**src/rtl/time_mgr_ctrl_if.sv**
```systemverilog
// Command handshake and timestep bus between the time manager and its
// clients (software/debug command side and the emulated dt requesters).
interface time_mgr_ctrl_if #(
  parameter int unsigned N_REQ      = 2,
  parameter int unsigned DT_WIDTH   = 27,
  parameter int unsigned TIME_WIDTH = 39
);
  localparam int unsigned WIN_W = (N_REQ > 1) ? $clog2(N_REQ) : 1;

  logic [N_REQ*DT_WIDTH-1:0] dt_req;
  logic                      cmd_valid;
  logic                      cmd_ready;
  logic [1:0]                cmd_op;
  logic [TIME_WIDTH-1:0]     cmd_arg;
  logic [DT_WIDTH-1:0]       emu_dt;
  logic [DT_WIDTH-1:0]       neg_emu_dt;
  logic [TIME_WIDTH-1:0]     emu_time;
  logic [WIN_W-1:0]          winner;
  logic                      stalled;

  modport master (
    output dt_req, cmd_valid, cmd_op, cmd_arg,
    input  cmd_ready, emu_dt, neg_emu_dt, emu_time, winner, stalled
  );

  modport slave (
    input  dt_req, cmd_valid, cmd_op, cmd_arg,
    output cmd_ready, emu_dt, neg_emu_dt, emu_time, winner, stalled
  );
endinterface

```
**src/rtl/time_mgr_ctrl.sv**
```systemverilog
// Emulation time manager: arbitrates dt requests to a common emu_dt and keeps
// the running emu_time, under run / pause / single-step / run-until control.
module time_mgr_ctrl #(
  parameter int unsigned        N_REQ      = 2,
  parameter int unsigned        DT_WIDTH   = 27,
  parameter int unsigned        TIME_WIDTH = 39,
  parameter logic [DT_WIDTH-1:0] DT_MAX    = '1
) (
  input  logic           emu_clk,
  input  logic           emu_rst,
  time_mgr_ctrl_if.slave bus
);
  localparam int unsigned WIN_W = (N_REQ > 1) ? $clog2(N_REQ) : 1;

  localparam logic [1:0] ST_PAUSED = 2'd0;
  localparam logic [1:0] ST_RUN    = 2'd1;
  localparam logic [1:0] ST_STEP   = 2'd2;
  localparam logic [1:0] ST_UNTIL  = 2'd3;

  localparam logic [1:0] OP_RUN   = 2'd0;
  localparam logic [1:0] OP_PAUSE = 2'd1;
  localparam logic [1:0] OP_STEP  = 2'd2;
  localparam logic [1:0] OP_UNTIL = 2'd3;

  logic [1:0]            state_q, state_n;
  logic [TIME_WIDTH-1:0] stop_q, stop_n;
  logic [DT_WIDTH-1:0]   emu_dt_q, neg_dt_q;
  logic [TIME_WIDTH-1:0] emu_time_q;
  logic [WIN_W-1:0]      winner_q;
  logic                  stalled_q;

  logic [DT_WIDTH-1:0]   min_req;
  logic [WIN_W-1:0]      min_idx;
  logic [TIME_WIDTH-1:0] rem;
  logic [DT_WIDTH-1:0]   rem_c;
  logic [DT_WIDTH-1:0]   dt_n;
  logic [WIN_W-1:0]      win_n;
  logic [TIME_WIDTH-1:0] time_n;
  logic                  cmd_ready;
  logic                  cmd_acc;

  assign cmd_ready = (state_q != ST_STEP);
  assign cmd_acc   = bus.cmd_valid && cmd_ready;

  // Strict less-than keeps the lowest index on ties.
  always_comb begin
    min_req = bus.dt_req[DT_WIDTH-1:0];
    min_idx = '0;
    for (int unsigned k = 1; k < N_REQ; k++) begin
      if (bus.dt_req[k*DT_WIDTH +: DT_WIDTH] < min_req) begin
        min_req = bus.dt_req[k*DT_WIDTH +: DT_WIDTH];
        min_idx = WIN_W'(k);
      end
    end
    if (min_req > DT_MAX) begin
      min_req = DT_MAX;
      min_idx = '0;
    end
  end

  // Distance to the stop time is modular, so a stop below emu_time runs across the wrap.
  always_comb begin
    rem   = stop_q - emu_time_q;
    rem_c = (rem > TIME_WIDTH'(DT_MAX)) ? DT_MAX : rem[DT_WIDTH-1:0];
  end

  always_comb begin
    dt_n  = '0;
    win_n = '0;
    case (state_q)
      ST_RUN, ST_STEP: begin
        dt_n  = min_req;
        win_n = min_idx;
      end
      ST_UNTIL: begin
        if (rem_c < min_req) begin
          dt_n  = rem_c;
          win_n = '0;
        end else begin
          dt_n  = min_req;
          win_n = min_idx;
        end
      end
      default: begin
        dt_n  = '0;
        win_n = '0;
      end
    endcase
    time_n = emu_time_q + TIME_WIDTH'(dt_n);
  end

  always_comb begin
    state_n = state_q;
    stop_n  = stop_q;
    case (state_q)
      ST_STEP:  state_n = ST_PAUSED;
      ST_UNTIL: if (time_n == stop_q) state_n = ST_PAUSED;
      default:  state_n = state_q;
    endcase
    if (cmd_acc) begin
      case (bus.cmd_op)
        OP_RUN:   state_n = ST_RUN;
        OP_PAUSE: state_n = ST_PAUSED;
        OP_STEP:  state_n = (state_q == ST_PAUSED) ? ST_STEP : ST_PAUSED;
        OP_UNTIL: begin
          stop_n  = bus.cmd_arg;
          state_n = (bus.cmd_arg == emu_time_q) ? ST_PAUSED : ST_UNTIL;
        end
        default:  state_n = state_q;
      endcase
    end
  end

  always_ff @(posedge emu_clk) begin
    if (emu_rst) begin
      state_q    <= ST_PAUSED;
      stop_q     <= '0;
      emu_dt_q   <= '0;
      neg_dt_q   <= '0;
      emu_time_q <= '0;
      winner_q   <= '0;
      stalled_q  <= 1'b1;
    end else begin
      state_q    <= state_n;
      stop_q     <= stop_n;
      emu_dt_q   <= dt_n;
      neg_dt_q   <= '0 - dt_n;
      emu_time_q <= time_n;
      winner_q   <= win_n;
      stalled_q  <= (state_n == ST_PAUSED);
    end
  end

  assign bus.cmd_ready  = cmd_ready;
  assign bus.emu_dt     = emu_dt_q;
  assign bus.neg_emu_dt = neg_dt_q;
  assign bus.emu_time   = emu_time_q;
  assign bus.winner     = winner_q;
  assign bus.stalled    = stalled_q;
endmodule

```
**src/flat_wrapper.sv**
```systemverilog
// flat-port wrapper written by rule: the top's interface ports become plain ports
module time_mgr_ctrl_flat 
#(
  parameter int unsigned        N_REQ      = 2,
  parameter int unsigned        DT_WIDTH   = 27,
  parameter int unsigned        TIME_WIDTH = 39,
  parameter logic [DT_WIDTH-1:0] DT_MAX    = '1
)
  (emu_clk, emu_rst, bus_dt_req, bus_cmd_valid, bus_cmd_op, bus_cmd_arg, bus_cmd_ready, bus_emu_dt, bus_neg_emu_dt, bus_emu_time, bus_winner, bus_stalled);
  time_mgr_ctrl_if #(.N_REQ(N_REQ), .DT_WIDTH(DT_WIDTH), .TIME_WIDTH(TIME_WIDTH)) bus_i ();
  input  logic emu_clk;
  input  logic emu_rst;
  input wire logic [$bits(bus_i.dt_req)-1:0] bus_dt_req;
  input wire logic [$bits(bus_i.cmd_valid)-1:0] bus_cmd_valid;
  input wire logic [$bits(bus_i.cmd_op)-1:0] bus_cmd_op;
  input wire logic [$bits(bus_i.cmd_arg)-1:0] bus_cmd_arg;
  output wire logic [$bits(bus_i.cmd_ready)-1:0] bus_cmd_ready;
  output wire logic [$bits(bus_i.emu_dt)-1:0] bus_emu_dt;
  output wire logic [$bits(bus_i.neg_emu_dt)-1:0] bus_neg_emu_dt;
  output wire logic [$bits(bus_i.emu_time)-1:0] bus_emu_time;
  output wire logic [$bits(bus_i.winner)-1:0] bus_winner;
  output wire logic [$bits(bus_i.stalled)-1:0] bus_stalled;
  assign bus_i.dt_req = bus_dt_req;
  assign bus_i.cmd_valid = bus_cmd_valid;
  assign bus_i.cmd_op = bus_cmd_op;
  assign bus_i.cmd_arg = bus_cmd_arg;
  assign bus_cmd_ready = bus_i.cmd_ready;
  assign bus_emu_dt = bus_i.emu_dt;
  assign bus_neg_emu_dt = bus_i.neg_emu_dt;
  assign bus_emu_time = bus_i.emu_time;
  assign bus_winner = bus_i.winner;
  assign bus_stalled = bus_i.stalled;
  time_mgr_ctrl #(.N_REQ(N_REQ), .DT_WIDTH(DT_WIDTH), .TIME_WIDTH(TIME_WIDTH), .DT_MAX(DT_MAX)) u_core (.emu_clk(emu_clk), .emu_rst(emu_rst), .bus(bus_i));
endmodule
```
**config.mk**
```make
export PLATFORM = sky130hd
export DESIGN_NAME = time_mgr_ctrl_flat
export DESIGN_NICKNAME = d
export VERILOG_FILES = /design/src/rtl/time_mgr_ctrl_if.sv /design/src/rtl/time_mgr_ctrl.sv /design/src/flat_wrapper.sv
export SDC_FILE = /design/constraint.sdc
export NUM_CORES = 1
export LEC_CHECK = 0
export CORE_MARGIN = 2
export CORE_UTILIZATION = 60
export DETAILED_ROUTE_END_ITERATION = 16
export PLACE_DENSITY_LB_ADDON = 0.1
export SETUP_SLACK_MARGIN = 0.5
export SYNTH_ARGS = -nofsm -noshare
export SYNTH_HDL_FRONTEND = slang
export SYNTH_SLANG_ARGS = --single-unit
```
**constraint.sdc**
```tcl
create_clock -name emu_clk -period 25.3 [get_ports emu_clk]
set_input_delay 5.06 -clock emu_clk [delete_from_list [all_inputs] [get_ports emu_clk]]
set_output_delay 5.06 -clock emu_clk [all_outputs]
set_load 0.1 [all_outputs]
```
==> results.txt <==
Run status = finished, final reports clean
Average detailed-routed wire length per instance = 22.4 um
TritonCTS clock tree = yes
Placeable Area = 21000 um^2
Top cells by area, synth = dfxtp_1, ha_1, xnor2_1
Fraction of power consumed by combinational cells = 49.1%
Clock sinks = 135
Critical Path Start = bus_dt_req[16]
Setup-failing EPs final = 0
Sequential Power Share = 23.8%
Worst Path Max Fanout = 31
H-tree depth = 4
Global-route wire length before repair = 73200 um
Y dimension of the die = 150 um
Clock skew after layout = 0.0142 ns
WP data arrival = 15.81 ns
Syn Nets = 1924
Final hold vios = 0
Total number of yosys warnings = 0
Gate count of the mapped netlist = 1702
Power dissipated by switching net loads = 0.474 mW
Fill cells = 1619
Post-synthesis sequential area ratio = 21.1%
Internal portion of total power = 0.542 mW
Most common cell in the synthesized netlist = nand2_1
Floorplan die width = 150 um
Clock Root Buffer = clkbuf_16
Fraction of registers with async set or reset after synthesis = 0%
Antenna fix cells = 0
Shortest period the worst path allows = 15.49 ns
Via count of the first global-routing pass = 13600
Pin count of the biggest net entering global routing = 87
Fraction of power consumed by the clock network = 27.1%
Number of DRC markers after the initial detailed-route iteration = 1302
First drt pass iteration count = 8
Maximum VDD drop = 51.1 uV
Worst-skew pair later-pin latency = 0.44 ns
Required time of the worst setup path = 25.62 ns
Via count of the routed design = 14000
Number of buffer cells added on primary ports = 193
Mean cell area of the mapped netlist = 7.52 um^2
Area of the die = 22500 um^2
Global-route total usage across every layer = 42.2%
Leakage power of the design = 6.45 nW
Number of maximum-capacitance constraint violations = 0
Layout overhead on the synthesized area = 20.7%
Synthesized flop and latch total = 135
Standard-cell row count = 53
Final-layout setup total negative slack = 0 ns
Final GP Congestion = 1.04
DRC violation count after routing = 0
Worst Setup End Kind = flop
Min setup slack post-route = 9.81 ns
Switching share of power = 46.7%
Unique cell type count in the Yosys netlist = 85
Total area of multi-input combinational cells = 9360 um^2
Worst slack, placed = 9.69 ns
Register-to-register path setup slack = 12.63 ns
Worst hold stages = 2
Post-DP HPWL = 37600 um
Dominant register cell in the synthesized netlist = dfxtp_1
Reg2reg path depth = 36
Post-cts repair resize count = 0
Post-synthesis instance area = 12800 um^2
Max-slew headroom at the worst pin = 17.2%
Transition at the pin with the smallest max-transition slack = 1.23 ns
Final-stage net count = 2068
Footprint of the flip-flops and latches = 2700 um^2
Effective utilization at floorplan = 61.0%
Share of the synthesized area in the top cell type = 21.1%
Vias per cell = 6.57
Number of enable flip-flop cells after synthesis = 0
Number of buffers between clock root and the deepest sink = 2
Most common cell type on the critical path = a21o_1
Antenna violations before repair = 1
RSZ-0062 raised after global routing = no
Hold buffers post-CTS = 0
Pwr Total = 1.02 mW
Number of top-level pins = 194
Count of antenna-violating nets left after detailed routing = 0
Startpoint of the worst-slack reg-to-reg timing path = u_core.bus.emu_time[23]$_SDFF_PP0_
Classification of the worst setup path = input port to flop
Final wirelength = 47800 um
Peak clock frequency supported by timing = 64.6 MHz
Worst hold-check path type = flop to flop
Capturing instance or port of the critical path = u_core.state_q[0]$_SDFF_PP0_
Critical path launch point type = input port
Slowest stage cell on the critical path = o31ai_1
Power per cell area = 65.9 nW/um^2
Post-route clock period utilization = 61.2%
Cell type with the highest aggregate area in the netlist = dfxtp_1
Number of buffers created by CTS = 17
Clock transition time at the flip-flop clock pins of the worst setup and hold paths = 0.07 ns
Final count of pins violating max slew = 0
Number of buffers added for setup after CTS = 0
Top cell types by occurrence after synthesis = nand2_1, nor2_1, a21oi_1
Layout cells sized above 1 = 4.30%
CP peak stage delay = 0.67 ns
Destination of the worst register-to-register timing path = u_core.state_q[0]$_SDFF_PP0_
Overflow left after global routing = 0
-- worst max-delay path, delay by kind of cell --
kind                     cells  cell delay [ns]
AND/OR/NAND/NOR              9             2.63
AO/OA/AOI/OAI               18             5.52
buffers and inverters        3             0.83
adder cells (fa/ha/maj)      3             1.04
XOR/XNOR                     1             0.30
multiplexers                 1             0.39
-- cell families (layout without fill, tap and decap cells) --
family,count (synthesis),in the layout,synth area share [%]
AND/OR/NAND/NOR,623,623,24.0
AO/OA/AOI/OAI,454,454,23.5
buffers and inverters,188,345,5.68
XOR/XNOR,142,142,10.6
flip-flops,135,135,21.1
adder cells (fa/ha/maj),124,124,12.2
multiplexers,36,36,2.90
-- worst min path at each step --
| stage | startpoint | end | slack, ns |
|---|---|---|---|
| finish | u_core.stop_q[7]$_SDFFE_PP0P_ | u_core.stop_q[7]$_SDFFE_PP0P_ | 0.48 |
| global route | u_core.stop_q[38]$_SDFFE_PP0P_ | u_core.stop_q[38]$_SDFFE_PP0P_ | 0.50 |
| CTS | u_core.stop_q[7]$_SDFFE_PP0P_ | u_core.stop_q[7]$_SDFFE_PP0P_ | 0.48 |
| detailed placement | u_core.stop_q[38]$_SDFFE_PP0P_ | u_core.stop_q[38]$_SDFFE_PP0P_ | 0.48 |
| global placement | u_core.stop_q[38]$_SDFFE_PP0P_ | u_core.stop_q[38]$_SDFFE_PP0P_ | 0.46 |
| floorplan | u_core.stop_q[38]$_SDFFE_PP0P_ | u_core.stop_q[38]$_SDFFE_PP0P_ | 0.45 |
-- area by class of cell --
class                   count  share of cell area (%)
flip-flops and latches    135                    17.5
clock inverters            15                    1.31
well taps                 275                    2.23
repair buffers            198                    12.7
multi-input cells        1379                    60.7
inverters                 115                    2.80
clock buffers              17                    2.76
-- layer usage --
metal / track usage, % / vias up / wire length (um)
met1: 50.5 / 6508 / 18200
met2: 69.4 / 876 / 21600
li1: - / 6415 / -
met4: 26.2 / 2 / 3280
met3: 8.54 / 228 / 4660
met5: 0 / - / 13
-- cells in the final DEF (no fill, tap or decap), types with 16 or more instances in the layout --
master           Yosys  layout
a211oi_1            21      21
a21o_1              31      31
a21oi_1            140     140
a31oi_1             17      17
and2_1              27      27
and3_1              17      17
clkbuf_16            0      17
clkdlybuf4s50_1      0     192
dfxtp_1            135     135
ha_1               122     122
inv_1              115     115
mux2i_1             28      28
nand2_1            182     182
nand2b_1            21      21
nand3_1             43      43
nand4_1             44      44
nor2_1             153     152
nor3_1              44      44
nor4_1              19      19
o211ai_1            19      19
o21a_1              23      23
o21ai_0             74      74
o21bai_1            16      16
xnor2_1            101     101
xor2_1              33      33
-- power groups by stage --
stage | Clock [mW] | Combinational, mW | Sequential (mW)
after CTS | 0.274 | 0.487 | 0.242
after floorplan | 0 | 0.246 | 0.350
final | 0.275 | 0.499 | 0.242
after global routing | 0.281 | 0.527 | 0.244
after global placement | 0 | 0.475 | 0.246
after detailed placement | 0 | 0.483 | 0.247
-- per-stage QoR --
step                      area (um^2)  cells  util, %  hold WS [ns]
final                           15400   2134     73.7         0.482
after global placement          14800   2102     70.7         0.455
after floorplan                 12800   1702        -         0.448
after global routing            15400   2134     73.7         0.504
after CTS                       15400   2134     73.7         0.485
after detailed placement        14800   2102     70.7         0.475
-- flip-flops by register name (all words and copies together), names as in the netlist --
register	count
u_core.bus.emu_time	39
u_core.bus.emu_dt	26
u_core.state_q	2
u_core.bus.winner	1
u_core.bus.stalled	1
u_core.bus.neg_emu_dt	27
u_core.stop_q	39
No activity file was read; power rests on OpenSTA's default activity.
